File: config.mk
export PLATFORM = sky130hd
export DESIGN_NAME = sixteen_bit_mul
export DESIGN_NICKNAME = d
export VERILOG_FILES = /design/src/rtl/sixteen_bit_mul.sv
export SDC_FILE = /design/constraint.sdc
export NUM_CORES = 1
export LEC_CHECK = 0
export BUFFER_PORTS_ARGS = -buffer_cell sky130_fd_sc_hd__buf_2
export CAP_MARGIN = 20
export CORE_MARGIN = 2
export CORE_UTILIZATION = 35
export CTS_BUF_LIST = sky130_fd_sc_hd__clkbuf_4 sky130_fd_sc_hd__clkbuf_8
export CTS_CLUSTER_DIAMETER = 100
export DETAILED_ROUTE_END_ITERATION = 10
export PLACE_DENSITY_LB_ADDON = 0.15
export SLEW_MARGIN = 20
export SYNTH_ARGS = -nofsm -noshare
export SYNTH_HDL_FRONTEND = slang
export SYNTH_SLANG_ARGS = --single-unit
File: constraint.sdc
create_clock -name clk -period 8.4 [get_ports clk]
set_clock_uncertainty 0.1 [all_clocks]
set_input_delay 0.84 -clock clk [delete_from_list [all_inputs] [get_ports clk]]
set_output_delay 0.84 -clock clk [all_outputs]
set_load 0.02 [all_outputs]
File: src/rtl/sixteen_bit_mul.sv
// Unsigned 16x16->32 radix-2 shift-add multiplier, one multiplier bit per clock, LSB first.
// Latency 16 cycles accept->done; SIXTEEN_BIT_MUL_EARLY_TERM_EN ends once remaining multiplier bits are zero.
// No backpressure: start is taken only while idle, ignored while busy; s holds until the next done.
module sixteen_bit_mul (
  input  logic        clk,
  input  logic        rst_n,
  input  logic        start,
  input  logic [15:0] e1,
  input  logic [15:0] e2,
  output logic        busy,
  output logic        done,
  output logic [31:0] s
);

  typedef enum logic {
    IDLE = 1'b0,
    RUN  = 1'b1
  } state_t;

  state_t      state;
  state_t      state_nxt;
  logic [31:0] mcand;
  logic [31:0] acc;
  logic [31:0] acc_sum;
  logic [15:0] mplier;
  logic [15:0] mplier_shr;
  logic [3:0]  cnt;
  logic        accept;
  logic        last;

  assign busy = (state == RUN);

  always_comb begin
    acc_sum    = acc;
    mplier_shr = mplier >> 1;
    accept     = 1'b0;
    last       = 1'b0;
    state_nxt  = state;
    if (mplier[0]) begin
      acc_sum = acc + mcand;
    end
`ifdef SIXTEEN_BIT_MUL_EARLY_TERM_EN
    // Nothing left to add once the shifted-out multiplier is all zeros.
    last = (cnt == 4'd15) || (mplier_shr == 16'd0);
`else
    last = (cnt == 4'd15);
`endif
    case (state)
      IDLE: begin
        if (start) begin
          accept    = 1'b1;
          state_nxt = RUN;
        end
      end
      RUN: begin
        if (last) begin
          state_nxt = IDLE;
        end
      end
      default: state_nxt = IDLE;
    endcase
  end

  always_ff @(posedge clk or negedge rst_n) begin
    if (!rst_n) begin
      state <= IDLE;
    end else begin
      state <= state_nxt;
    end
  end

  always_ff @(posedge clk or negedge rst_n) begin
    if (!rst_n) begin
      mcand  <= 32'd0;
      mplier <= 16'd0;
      acc    <= 32'd0;
      cnt    <= 4'd0;
      s      <= 32'd0;
      done   <= 1'b0;
    end else begin
      done <= 1'b0;
      if (accept) begin
        mcand  <= {16'd0, e1};
        mplier <= e2;
        acc    <= 32'd0;
        cnt    <= 4'd0;
      end else if (state == RUN) begin
        acc    <= acc_sum;
        mcand  <= mcand << 1;
        mplier <= mplier_shr;
        cnt    <= cnt + 4'd1;
        // s only moves on the completion edge; it is the product for the rest of idle time.
        if (last) begin
          s    <= acc_sum;
          done <= 1'b1;
        end
      end
    end
  end

endmodule

Word-level counts from Yosys, hierarchy flattened:

Index checks and enable logic that the tools add are counted.

* bits in registers: 118
* input port bits: 35
* logic and storage cells: 30

* add/subtract/negate cells: 2
* eq/ne operators: 1
* multiplexer cells: 16
* bitwise logic cells: 2
* reduce and logical (&&, ||, !) cells: 2

Operators by type and width (number)
* $mux 32: 5
* $add 32x32->32: 1
* $mux 16: 2
* $mux 4: 2
* $mux 1: 6
* $add 4x1->4 const B: 1
* $eq 4x4->1 const B: 1
* $reduce_and 3->1: 1
* $not 1->1: 2
* $pmux 1 s2: 1
* $reduce_bool 2->1: 1

Logic depth before layout (Yosys ltp):

* depth after elaboration: 4
* depth in mapped cells: 10
* depth with buffers taken out: 10

Worst setup path after synthesis:

OpenSTA, ideal clock, no wires.

* path kind: register -> register
* start point: register mcand[0]
* end point: register s[30]
* library setup time: 131 ps
* arrival: 2618 ps
* setup slack: 5551 ps
* cell stages (with the launch flop): 11
* buffers on the path: 0
* clock period less this slack: 2849 ps
* cell sequence: dfrtp_1 -> ha_1 -> fa_1 -> a21o_1 -> a221oi_2 -> o2111ai_2 -> a2111oi_2 -> o31ai_1 -> xor2_1 -> mux2i_1 -> o21ai_1

* word-level cells in the longest chain between the ends: 2

Ends and longest elaborated chain
* start, declared: line 22 `logic [31:0] mcand;`
* start signal, assigned: line 83 `mcand <= {16'd0, e1};`
* start signal, assigned: line 89 `mcand <= mcand << 1;`
* $add 32x32->32: line 40 `acc_sum = acc + mcand;`
* $mux 32: line 39 `if (mplier[0]) begin`
* end signal, assigned: line 94 `s <= acc_sum;`
* end, declared: line 12 `output logic [31:0] s`

No other way between the ends.
A chain may end at the register's enable or synchronous reset.

Final worst setup path:

* start point: register mcand[0]
* end point: register acc[30]

* word-level cells in the longest chain between the ends: 4

Ends and longest elaborated chain
* $add 32x32->32: line 40
* $mux 32: line 39
* $mux 32: line 87 `end else if (state == RUN) begin`
* $mux 32: line 82 `if (accept) begin`
* end signal, assigned: line 88 `acc <= acc_sum;`
* end, declared: line 23 `logic [31:0] acc;`

No other way between the ends. The select of a mux whose other input is x is not followed.

==> run metrics <==
Power Density=386 nW/µm²; setup repair after global routing missed its margin=no; number of synthesized flops with an enable pin=0; share of layout cells above drive strength 1=0.178; global-route wire length before repair=~28 mm; crit path DAT=around 3.4 ns; CTS root buf=clkbuf_8; fin crit period=3.21 ns; WL/cell=16.5 µm; sequential area share after synthesis=0.428; library cells used by synthesis=slightly above 60; mux contribution to synthesized area=0.0925; Int Pwr=1.71 mW; top achievable clock speed=slightly above 300 MHz; Vias/cell=roughly 5.2; Setup Viol. Count Final=0; vias in the first global route=roughly 5600; post-CTS setup buffers=0; final setup margin=5.19 ns; DIE WIDTH=between 100 and 150 µm; syn_area_per_cell=9.55 µm²; initial antenna violation count=0; Worst Hold Class=in -> async; Net Sw Frac=0.433; Slew @ Worst Pin=about 1 ns; Worst setup SP type=flip-flop; Remaining DRCs=0; Routed Antenna Nets=0; vias=5463; largest net degree at the start of global routing=69; #FFs+latches synth=around 120; DRT iter0 DRCs=between 200 and 250; Post-DP HPWL=11.9 mm; setup TNS=0 ns; max-cap check violation count=0; Combinational Power Share=0.493; Rel. slew slack=0.319; Sinks on Clock Net=118; simple-gate share of the synthesized area=0.138; Slew Viols, Final=0; Synth warnings=0; CTS tree=yes; Max Root-Sink Buffers=2; port bufs=a little under 70; post-synthesis compound-gate area fraction=0.216; hold buffers post-CTS=0; Fin. Hold Viols=0; Tcrit/Tclk final=0.382; H-tree levels=4; xor/xnor share of the synthesized area=0.0330; Post-synth top flop=dfrtp_1; final hold slack=around 0.33 ns; Placer Congestion=~0.85; Rows=51; Routed WL=approximately 17 mm; Die Ht=144 µm; Total GRT Usage=0.174; critical path required time=roughly 8.6 ns; antenna cell count=0; Post-Syn Instances=722; CP Capture Type=flip-flop; status=finished clean; Finished Layout Cells=approximately 1000; final-stage net count=roughly 840; Core Area=slightly below 20000 µm²; Adder-Cell Fraction of Synth Area=0.0610; Clock Pin Slew Worst Setup and Hold Paths=about 0.070 ns; Clock Power Share=0.173; sw power=around 1.3 mW; DIE AREA=20800 µm²; critical setup path kind=reg -> reg; syn nets=just under 800; worst slack at placement=between 5 and 6 ns; remaining global-route overflow=0; number of buffers created by CTS=17; post-CTS resize count=0; CP Max Fanout=5; main combinational cell family by area after synthesis=compound AO/OA/AOI/OAI gates; initial core utilization=0.355; first-pass detailed-route iteration total=4; Max VDD drop=between 0.1 and 0.15 mV; Synth-to-Final Area Change=13.6%; asr flop ratio synth=1.00; I/O Pins=69; placed cell count=just over 1000; Lkg Pwr=a little under 4 nW; Flop pwr share=0.334; Mapped Area=just under 7000 µm²; clock latency on the worst-skew pair=~0.44 ns
## placed cells by master, fill, tap and decap left out, types with 8 or more instances in the layout
cell,count
inv_1,9
o21ai_1,8
a21oi_1,35
nand2b_1,17
mux2i_1,39
dfrtp_1,117
mux2_2,21
a22o_1,23
nand3_1,15
nor2_1,25
buf_2,67
xnor2_1,19
ha_1,32
o21ai_0,75
clkbuf_8,18
and3_1,9
nand2_1,112
nand4_1,8
a21o_1,29
## power groups by stage
stage | Clock [mW] | Sequential (mW) | Combinational, mW
after global placement | 0 | 1.01 | 1.47
after detailed placement | 0 | 1.02 | 1.49
final | 0.523 | 1.01 | 1.49
after global routing | 0.567 | 1.05 | 1.67
after CTS | 0.542 | 1.01 | 1.51
after floorplan | 0 | 1.02 | 1.10
## state kept, by name (all words and copies together) (netlist names)
| signal | flops |
|---|---|
| acc | 32 |
| busy | 1 |
| cnt | 4 |
| done | 1 |
| mcand | 32 |
| mplier | 16 |
| s | 32 |
## critical path: stages (launching register included)
cell,delay [ns]
dfrtp_1,0.41
ha_1,0.24
fa_1,0.40
a21o_1,0.20
a221oi_2,0.49
o2111ai_2,0.23
a2111oi_2,0.40
o31ai_1,0.15
xor2_1,0.15
mux2i_1,0.21
o21ai_1,0.09
## logic make-up (layout without fill, tap and decap cells)
logic type | count (synthesis) | in the layout
compound gates | 220 | 220
simple gates | 209 | 209
flops | 118 | 118
mux | 61 | 61
buf+inv | 55 | 112
fa+ha+maj | 33 | 33
xor+xnor | 26 | 26
## cell usage after synthesis (17+ instances only)
cell type  count  share of area
dfrtp_1      118           0.43
nand2_1      112          0.061
o21ai_0       75          0.054
clkbuf_1      40          0.022
mux2i_1       39          0.057
a21oi_1       35          0.025
ha_1          32          0.058
a21o_1        29          0.032
nor2_1        26          0.014
a22o_1        23          0.029
mux2_2        21          0.034
xnor2_1       19          0.024
nand2b_1      17          0.015
## per-stage QoR
| stage | utilization | power [mW] | instance area [µm²] |
|---|---|---|---|
| 5_1_grt | 0.404 | 3.28 | 7830 |
| 6_report | 0.404 | 3.02 | 7830 |
| 3_5_place_dp | 0.384 | 2.52 | 7440 |
| 2_1_floorplan | - | 2.12 | 6900 |
| 4_1_cts | 0.404 | 3.06 | 7830 |
| 3_3_place_gp | 0.384 | 2.48 | 7440 |
## final timing paths
kind | startpoint | endpoint | slack, ns | cells past startpoint
worst max-delay path | mcand[0] | acc[30] | 5.19 | 10
worst min-delay path | rst_n | s[22] | 0.33 | 1
worst max register to register | mcand[0] | acc[30] | 5.19 | 10
worst min register to register | s[5] | s[5] | 0.37 | 2
max in group asynchronous | rst_n | acc[15] | 6.52 | 2
min in group clk | s[5] | s[5] | 0.37 | 2
## per-layer routing
metal,vias to the layer above,track usage,part of all wire
met5,-,0,0
met2,88,0.297,0.49
met4,0,0.0429,0.012
met1,2664,0.224,0.46
met3,14,0.0404,0.033
li1,2697,-,-
## final cells by class
type / count / area [µm²]
flip-flops and latches: 118 / 2960
multi-input cells: 549 / 3730
clock buffers: 19 / 255
well taps: 265 / 332
repair buffers: 74 / 388
fillers: 1972 / 11600
inverters: 9 / 33.8
clock inverters: 10 / 133
Power figures use the tool's default switching activity.
